[src/rtl/fft_pkg.sv]
// Shared FFT definitions: result-reader FSM states and bit-reverse helper.
// Latency: none (types and a pure function only).
// Backpressure: not applicable.
package fft_pkg;

   typedef enum logic [1:0] {
      IDLE   = 2'd0,
      STREAM = 2'd1,
      FINISH = 2'd2
   } fft_rd_state_e;

   // Reverse the low 'width' bits of idx; bits at and above 'width' come back zero.
   // Shift-based so the function stays free of variable bit indexing.
   function automatic logic [31:0] bitrev(input logic [31:0] idx, input int width);
      logic [31:0] src;
      logic [31:0] res;
      src = idx;
      res = '0;
      for (int i = 0; i < 32; i++) begin
         if (i < width) begin
            res = {res[30:0], src[0]};
            src = src >> 1;
         end
      end
      return res;
   endfunction

endpackage

[src/rtl/fft_rd_fifo.sv]
// Two-entry synchronous FIFO holding returned FFT words plus their last tag.
// Latency: a pushed word is visible at the head the cycle after the push.
// Backpressure: push is ignored when full and pop when empty; the producer's credit logic keeps it from pushing into a full FIFO.
module fft_rd_fifo #(
   parameter int W = 33
) (
   input  logic         clk,
   input  logic         rst,
   input  logic         push,
   input  logic [W-1:0] push_data,
   input  logic         pop,
   output logic [W-1:0] head_data,
   output logic         full,
   output logic         empty,
   output logic [1:0]   count
);

   logic [W-1:0] slot_q [2];
   logic         wr_ptr;
   logic         rd_ptr;
   logic         do_push;
   logic         do_pop;

   assign full      = (count == 2'd2);
   assign empty     = (count == 2'd0);
   assign do_push   = push && !full;
   assign do_pop    = pop && !empty;
   assign head_data = slot_q[rd_ptr];

   // Storage, pointers and occupancy; reset empties the FIFO and clears the slots.
   always_ff @(posedge clk or posedge rst) begin
      if (rst) begin
         slot_q[0] <= '0;
         slot_q[1] <= '0;
         wr_ptr    <= 1'b0;
         rd_ptr    <= 1'b0;
         count     <= 2'd0;
      end else begin
         if (do_push) begin
            slot_q[wr_ptr] <= push_data;
            wr_ptr         <= ~wr_ptr;
         end
         if (do_pop) begin
            rd_ptr <= ~rd_ptr;
         end
         count <= count + {1'b0, do_push} - {1'b0, do_pop};
      end
   end

endmodule

[src/rtl/fft_rd_streamer.sv]
// Reads all N FFT results after 'done' and streams them out in natural frequency order.
// Latency: first read the cycle after done_i, first beat 3 cycles after done_i, then one beat per cycle.
// Backpressure: credit-limited to 2 reads in flight or buffered; reads resume the cycle a pop frees credit.
module fft_rd_streamer
   import fft_pkg::*;
#(
   parameter int N_POINTS    = 16,
   parameter int DATA_W      = 32,
   parameter int BIT_REVERSE = 1,
   localparam int ADDR_W     = $clog2(N_POINTS)
) (
   input  logic              clk_i,
   input  logic              rst_i,
   input  logic              done_i,
   output logic              mem_rd_en_o,
   output logic [ADDR_W-1:0] mem_addr_o,
   input  logic [DATA_W-1:0] mem_rdata_i,
   output logic              m_valid_o,
   input  logic              m_ready_i,
   output logic [DATA_W-1:0] m_data_o,
   output logic              m_last_o,
   output logic              busy_o,
   output logic              rd_done_o,
   output logic              overrun_o
);

   localparam logic [ADDR_W:0] K_END  = (ADDR_W + 1)'(N_POINTS);
   localparam logic [ADDR_W:0] K_LAST = (ADDR_W + 1)'(N_POINTS - 1);

   fft_rd_state_e     state;
   logic [ADDR_W:0]   k;
   logic              inflight;
   logic              inflight_last;
   logic              pop;
   logic              credit_ok;
   logic              rd_en;
   logic              fifo_push;
   logic              fifo_full;
   logic              fifo_empty;
   logic [1:0]        fifo_count;
   logic [DATA_W:0]   fifo_head;
   logic [ADDR_W-1:0] k_addr;
   logic [ADDR_W-1:0] rev_addr;

   // Credit counts words buffered plus the one possibly in flight, minus the word leaving now.
   assign pop       = !fifo_empty && m_ready_i;
   assign credit_ok = ({1'b0, fifo_count} + {2'b0, inflight}) < (3'd2 + {2'b0, pop});
   assign rd_en     = (state == STREAM) && (k < K_END) && credit_ok;
   assign fifo_push = inflight && !fifo_full;

   assign k_addr      = k[ADDR_W-1:0];
   assign rev_addr    = ADDR_W'(bitrev(32'(k_addr), ADDR_W));
   assign mem_rd_en_o = rd_en;
   assign mem_addr_o  = (BIT_REVERSE != 0) ? rev_addr : k_addr;

   // Outputs are forced to zero while nothing is buffered so stale FIFO slots never leak out.
   assign m_valid_o = !fifo_empty;
   assign m_data_o  = m_valid_o ? fifo_head[DATA_W-1:0] : '0;
   assign m_last_o  = m_valid_o && fifo_head[DATA_W];

   fft_rd_fifo #(
      .W (DATA_W + 1)
   ) u_fifo (
      .clk       (clk_i),
      .rst       (rst_i),
      .push      (fifo_push),
      .push_data ({inflight_last, mem_rdata_i}),
      .pop       (pop),
      .head_data (fifo_head),
      .full      (fifo_full),
      .empty     (fifo_empty),
      .count     (fifo_count)
   );

   // Issue counter and one-deep in-flight tracker matching the 1-cycle memory read latency.
   always_ff @(posedge clk_i or posedge rst_i) begin
      if (rst_i) begin
         k             <= '0;
         inflight      <= 1'b0;
         inflight_last <= 1'b0;
      end else begin
         inflight      <= rd_en;
         inflight_last <= rd_en && (k == K_LAST);
         if ((state == IDLE) && done_i) begin
            k <= '0;
         end else if (rd_en) begin
            k <= k + (ADDR_W + 1)'(1);
         end
      end
   end

   // Frame FSM with registered busy/rd_done and the sticky overrun flag.
   always_ff @(posedge clk_i or posedge rst_i) begin
      if (rst_i) begin
         state     <= IDLE;
         busy_o    <= 1'b0;
         rd_done_o <= 1'b0;
         overrun_o <= 1'b0;
      end else begin
         rd_done_o <= 1'b0;
         case (state)
            IDLE: begin
               if (done_i) begin
                  state  <= STREAM;
                  busy_o <= 1'b1;
               end
            end
            STREAM: begin
               if (done_i) begin
                  overrun_o <= 1'b1;
               end
               if (pop && m_last_o) begin
                  state     <= FINISH;
                  rd_done_o <= 1'b1;
               end
            end
            FINISH: begin
               if (done_i) begin
                  overrun_o <= 1'b1;
               end
               state  <= IDLE;
               busy_o <= 1'b0;
            end
            default: begin
               state  <= IDLE;
               busy_o <= 1'b0;
            end
         endcase
      end
   end

endmodule

[config.mk]
export PLATFORM = sky130hd
export DESIGN_NAME = fft_rd_streamer
export DESIGN_NICKNAME = d
export VERILOG_FILES = /design/src/rtl/fft_pkg.sv /design/src/rtl/fft_rd_fifo.sv /design/src/rtl/fft_rd_streamer.sv
export SDC_FILE = /design/constraint.sdc
export NUM_CORES = 1
export LEC_CHECK = 0
export CAP_MARGIN = 10
export CORE_MARGIN = 2
export CORE_UTILIZATION = 56
export DETAILED_ROUTE_END_ITERATION = 12
export PLACE_DENSITY = 0.86
export SYNTH_ARGS = -nofsm -noshare
export SYNTH_HDL_FRONTEND = slang
export SYNTH_SLANG_ARGS = --single-unit
[constraint.sdc]
create_clock -name clk_i -period 4.2 [get_ports clk_i]
set_input_delay 0.84 -clock clk_i [delete_from_list [all_inputs] [get_ports clk_i]]
set_output_delay 0.84 -clock clk_i [all_outputs]
set_load 0.02 [all_outputs]
* After elaboration in Yosys (flattened, before gate mapping) *
Cells that the tools add are included.

word-level totals
  input port bits = 36
  register bits = 82
  output and inout port bits = 42
  word-level logic and storage cells = 69

cells by class
  multiplexer cells = 16
  equality and inequality tests = 6
  bitwise logic cells = 5
  reductions and logical operators = 20
  $add $sub $neg = 5
  magnitude comparators = 5

operators by type and width
  kind                                                      count
  2-to-1 mux 33 bit                                         4
  bitwise mux 66 bit                                        1
  demux 33 bit (select 1 bit)                               1
  2-to-1 mux 32 bit                                         1
  logical AND 1 bit                                         11
  2-to-1 mux 5 bit                                          2
  AND reduction 2 bit                                       3
  adder 5 x 1 -> 5 bit, second input constant               1
  == test 5 x 4 -> 1 bit, second input constant             1
  < comparator 5 bit, second input constant                 1
  == test 2 bit, second input constant                      2
  greater-or-equal comparator 2 bit, second input constant  2
  zero test 2 bit                                           2
  2-to-1 mux 2 bit                                          2
  NOT 1 -> 2 bit                                            2
  case mux 2 bit (2 select lines)                           1
  adder 2 x 1 -> 3 bit                                      1
  adder 2 x 1 -> 3 bit, first input constant                1
  < comparator 3 bit                                        1
  2-to-1 mux 1 bit                                          3
  NOT 1 bit                                                 3
  adder 2 x 1 -> 2 bit                                      1
  == test 2 x 1 -> 1 bit, second input constant             1
  zero test 1 bit                                           2
  7 further kinds                                           7

* Depth between registers and ports, before layout *
  depth after elaboration = 8
  mapped depth = 7
  mapped depth without buffers = 7

* By module *
From an unflattened synthesis, not the netlist that was laid out.

unflattened totals
  cells, all modules = 297
  area total of the unflattened synthesis = 4,131.5 sq um

by module, submodules not included
  module           sequential area each (sq um)  cells an instance  area an instance (sq um)  instances
  fft_rd_fifo      1,751.7                       195                3,205.6                   1
  fft_rd_streamer  300.3                         102                925.9                     1

* Worst setup path before layout *
No wires, ideal clock.

  path kind = input port to output port
  start = input m_ready_i
  end = output mem_rd_en_o
  data required time = 3,360 ps
  stages on the path = 3
  path buffers = 0
  arrival time = 1,503 ps
  path slack = 1,857 ps
  cells stage by stage = o21ai_2 > o21a_1 > nor2_1

on the way
  cells in the longest elaborated chain, start to end = 4

RTL lines
  what                  RTL line               source
  start, declared       fft_rd_streamer.sv:19  input logic m_ready_i,
  logical AND 1 bit     fft_rd_streamer.sv:46  assign pop = !fifo_empty && m_ready_i;
  adder 2 x 1 -> 3 bit  fft_rd_streamer.sv:47  assign credit_ok = ({1'b0, fifo_count} + {2'b0, inflight}) < (3'd2 + {2'b0, pop});
  < comparator 3 bit    fft_rd_streamer.sv:47
  logical AND 1 bit     fft_rd_streamer.sv:48  assign rd_en = (state == STREAM) && (k < K_END) && credit_ok;
  end, declared         fft_rd_streamer.sv:15  output logic mem_rd_en_o,

Every way passes these cells.

* Worst setup path in the final report *
Same ends and word-level chain as after synthesis.

==> flow_summary.yaml <==
timing:
  setup_viol: 0
  timing.fmax_mhz: 296.3
  drv_slew: 0
  max_slew.worst_pin.slew_ns: 1.096
  period_share: 0.8035
  min_period_ns: 3.375
  rsz0062_at_grt: "false"
  finalSetupTns_ns: 0
  finalHoldViolCount: 0
  fin_skew_ns: 0.007588
  relSlewSlack: 0.2694
  setup_ws_ns: 0.8253
global_routing:
  antenna_found_initial: 0
  grt_pass1_wl_mm: 12.12
  grt_pass1_vias: 2559
  grt_max_degree: 55
  grt_overflow: 0
  grt_usage: 0.2042
logic_synthesis:
  synth_edf_count: 0
  synthesis.area_um2: 3928
  netlist_instances: 296
  ys.flop_type: "dfrtp_1"
  synth.most_common_cell: "dfrtp_1"
  synth.top_cell.area_share: 0.5225
  synth.net_count: 341
  synthTopCellsByArea: "dfrtp_1 52%, mux2_4 11%, mux2i_1 8.4%"
  yosys.area.top_type: "dfrtp_1"
  ys_ff_latch: 82
  ys_warn_count: 0
  async_flop_share: 1.000
  ys_seq_area_frac: 0.5225
  synth_cell_types: 37
  syn_area_per_cell_um2: 13.27
  synthTopCellsByCount: "82 x dfrtp_1, 37 x nor2_1, 33 x mux2i_1, 30 x mux2_4, 22 x mux2_1"
clock_tree:
  cts_resized: 0
  cts_setup_buffers: 0
  ctsRootBufferMaster: "clkbuf_8"
  worstSkewPairLatency_ns: 0.35
  cts_hold_buffers: 0
  cts_buffers: 9
  h-tree-depth: 3
  cts_tree: "done"
  clk_pin_slew_ns: 0.08
  cts_buffer_depth: 2
  clock_sink_count: 82
floorplan:
  die_h_um: 87.75
  ioPinCount: 78
  rows: 30
  core-area_um2: 6794
  fp.dieW_um: 87.75
  start_util: 0.5781
  die_area_um2: 7699
setup_path:
  crit_fanout: 7
  required_ns: 3.36
  crit_arrival_ns: 2.53
  worstSetupPathType: "input port to primary output"
  cp-start-kind: "input port"
  cp-end-kind: "primary output"
power:
  p_leak_nw: 2.226
  ir_drop_mv: 0.2819
  power_density_nw_per_um2: 515.7
  p_int_mw: 1.707
  power_frac_clock: 0.261
  netSwitchingFraction: 0.3328
  netSwitchingPower_mw: 0.8515
  comb_power_share: 0.386
  seqPwrFrac: 0.353
route:
  routed_via_density: 5.194
  drc: 0
  drt_wl_total_mm: 7.256
  firstDrtPassIters: 4
  avgRoutedWirePerCell_um: 15.44
  antenna_left: 0
  detail_route.iter0.violations: 130
  via_count: 2441
min_path:
  hold_class: "flop to flop"
final_layout:
  drive_above_1_share: 0.1952
  stdcell_area_um2: 4962
  antenna_cells: 0
  synthToLayoutAreaGrowth_pct: 26.35
  final_nets: 414
status:
  outcome: "finished, final reports clean"
placed_design:
  place_ws_ns: 0.8339
  port_buffers: 77
  postPlaceCellArea_um2: 4730
  gp_congestion: 0.8241
  place_hpwl_mm: 4.789
job:
  maxCapViolations: 0
-- area by class of cell --
class                      count  area, µm²
clock inverter                 6      105.1
tap                           96      120.1
sequential                    82       2053
multi-input combinational    187       1728
clock buffer                  10      127.6
inverter                       9      35.03
fill                         494       1832
timing repair buffer          80      793.3
-- layer usage --
| metal | part of all wire | vias to the layer above | track usage | wire [µm] |
|---|---|---|---|---|
| met5 | 0 | - | 0 | 0 |
| met4 | 0.015 | 0 | 0.09510 | 106 |
| met3 | 0.036 | 11 | 0.03487 | 264 |
| met2 | 0.47 | 57 | 0.3196 | 3426 |
| met1 | 0.48 | 1208 | 0.2798 | 3458 |
| li1 | - | 1165 | - | - |
-- final timing paths --
kind	endpoint	slack (ns)	cells past startpoint	start
max in group asynchronous	u_fifo.slot_q[55]$_DFFE_PP0P_	2.33	3	rst_i
worst min-delay path	overrun_o$_DFFE_PP0P_	0.46	1	overrun_o$_DFFE_PP0P_
min in group asynchronous	u_fifo.slot_q[4]$_DFFE_PP0P_	0.98	2	rst_i
worst max register to register	u_fifo.slot_q[64]$_DFFE_PP0P_	2.03	4	u_fifo.count[0]$_DFF_PP0_
worst min register to register	overrun_o$_DFFE_PP0P_	0.46	1	overrun_o$_DFFE_PP0P_
worst max-delay path	mem_rd_en_o	0.83	5	m_ready_i
-- power by group through the flow --
stage / clock network [mW] / logic, mW / registers (mW)
final: 0.667 / 0.988 / 0.904
after global routing: 0.714 / 1.06 / 0.912
after CTS: 0.681 / 1.00 / 0.907
after detailed placement: 0 / 0.999 / 0.921
after global placement: 0 / 0.986 / 0.918
after floorplan: 0 / 0.608 / 0.878
-- stage by stage --
stage	power, mW	instances	util	hold WS (ns)
after floorplan	1.487	296	-	0.4600
final	2.559	470	0.7304	0.4601
after global placement	1.903	454	0.6961	0.4416
after detailed placement	1.920	454	0.6961	0.4470
after CTS	2.591	470	0.7304	0.4647
after global routing	2.688	470	0.7304	0.5003
-- sequential cells by signal (all words and copies together), names as in the netlist, 2 cells and up --
name,count
k,5
state,2
u_fifo.count,2
u_fifo.slot_q,66
-- cell usage in the layout, fill, tap and decap left out, types with 3 or more instances in the layout --
| cell type | n |
|---|---|
| a21oi_1 | 5 |
| buf_4 | 3 |
| bufinv_16 | 3 |
| clkbuf_8 | 9 |
| clkdlybuf4s50_1 | 77 |
| clkinv_2 | 4 |
| dfrtp_1 | 81 |
| ha_1 | 9 |
| inv_1 | 7 |
| mux2_1 | 22 |
| mux2_2 | 14 |
| mux2_4 | 30 |
| mux2i_1 | 33 |
| nand2_1 | 4 |
| nor2_1 | 36 |
| o21ai_0 | 5 |
| xnor2_1 | 3 |
-- critical path: stages --
cell	delay [ns]
clkdlybuf4s50_1	0.50
o21ai_2	0.11
o21a_1	0.25
nor2_1	0.20
clkdlybuf4s50_1	0.64
-- cell families (layout without fill, tap and decap cells) --
group	Yosys count	in the layout	synth area share
AO/OA/AOI/OAI	20	20	0.03632
XOR/XNOR	4	4	0.008922
adder cells (fa/ha/maj)	9	9	0.02867
buffers and inverters	27	105	0.03855
flip-flops	82	82	0.5225
multiplexers	99	99	0.3020
AND/OR/NAND/NOR	55	55	0.06308
Note: power is estimated with default switching activity, not from simulation.
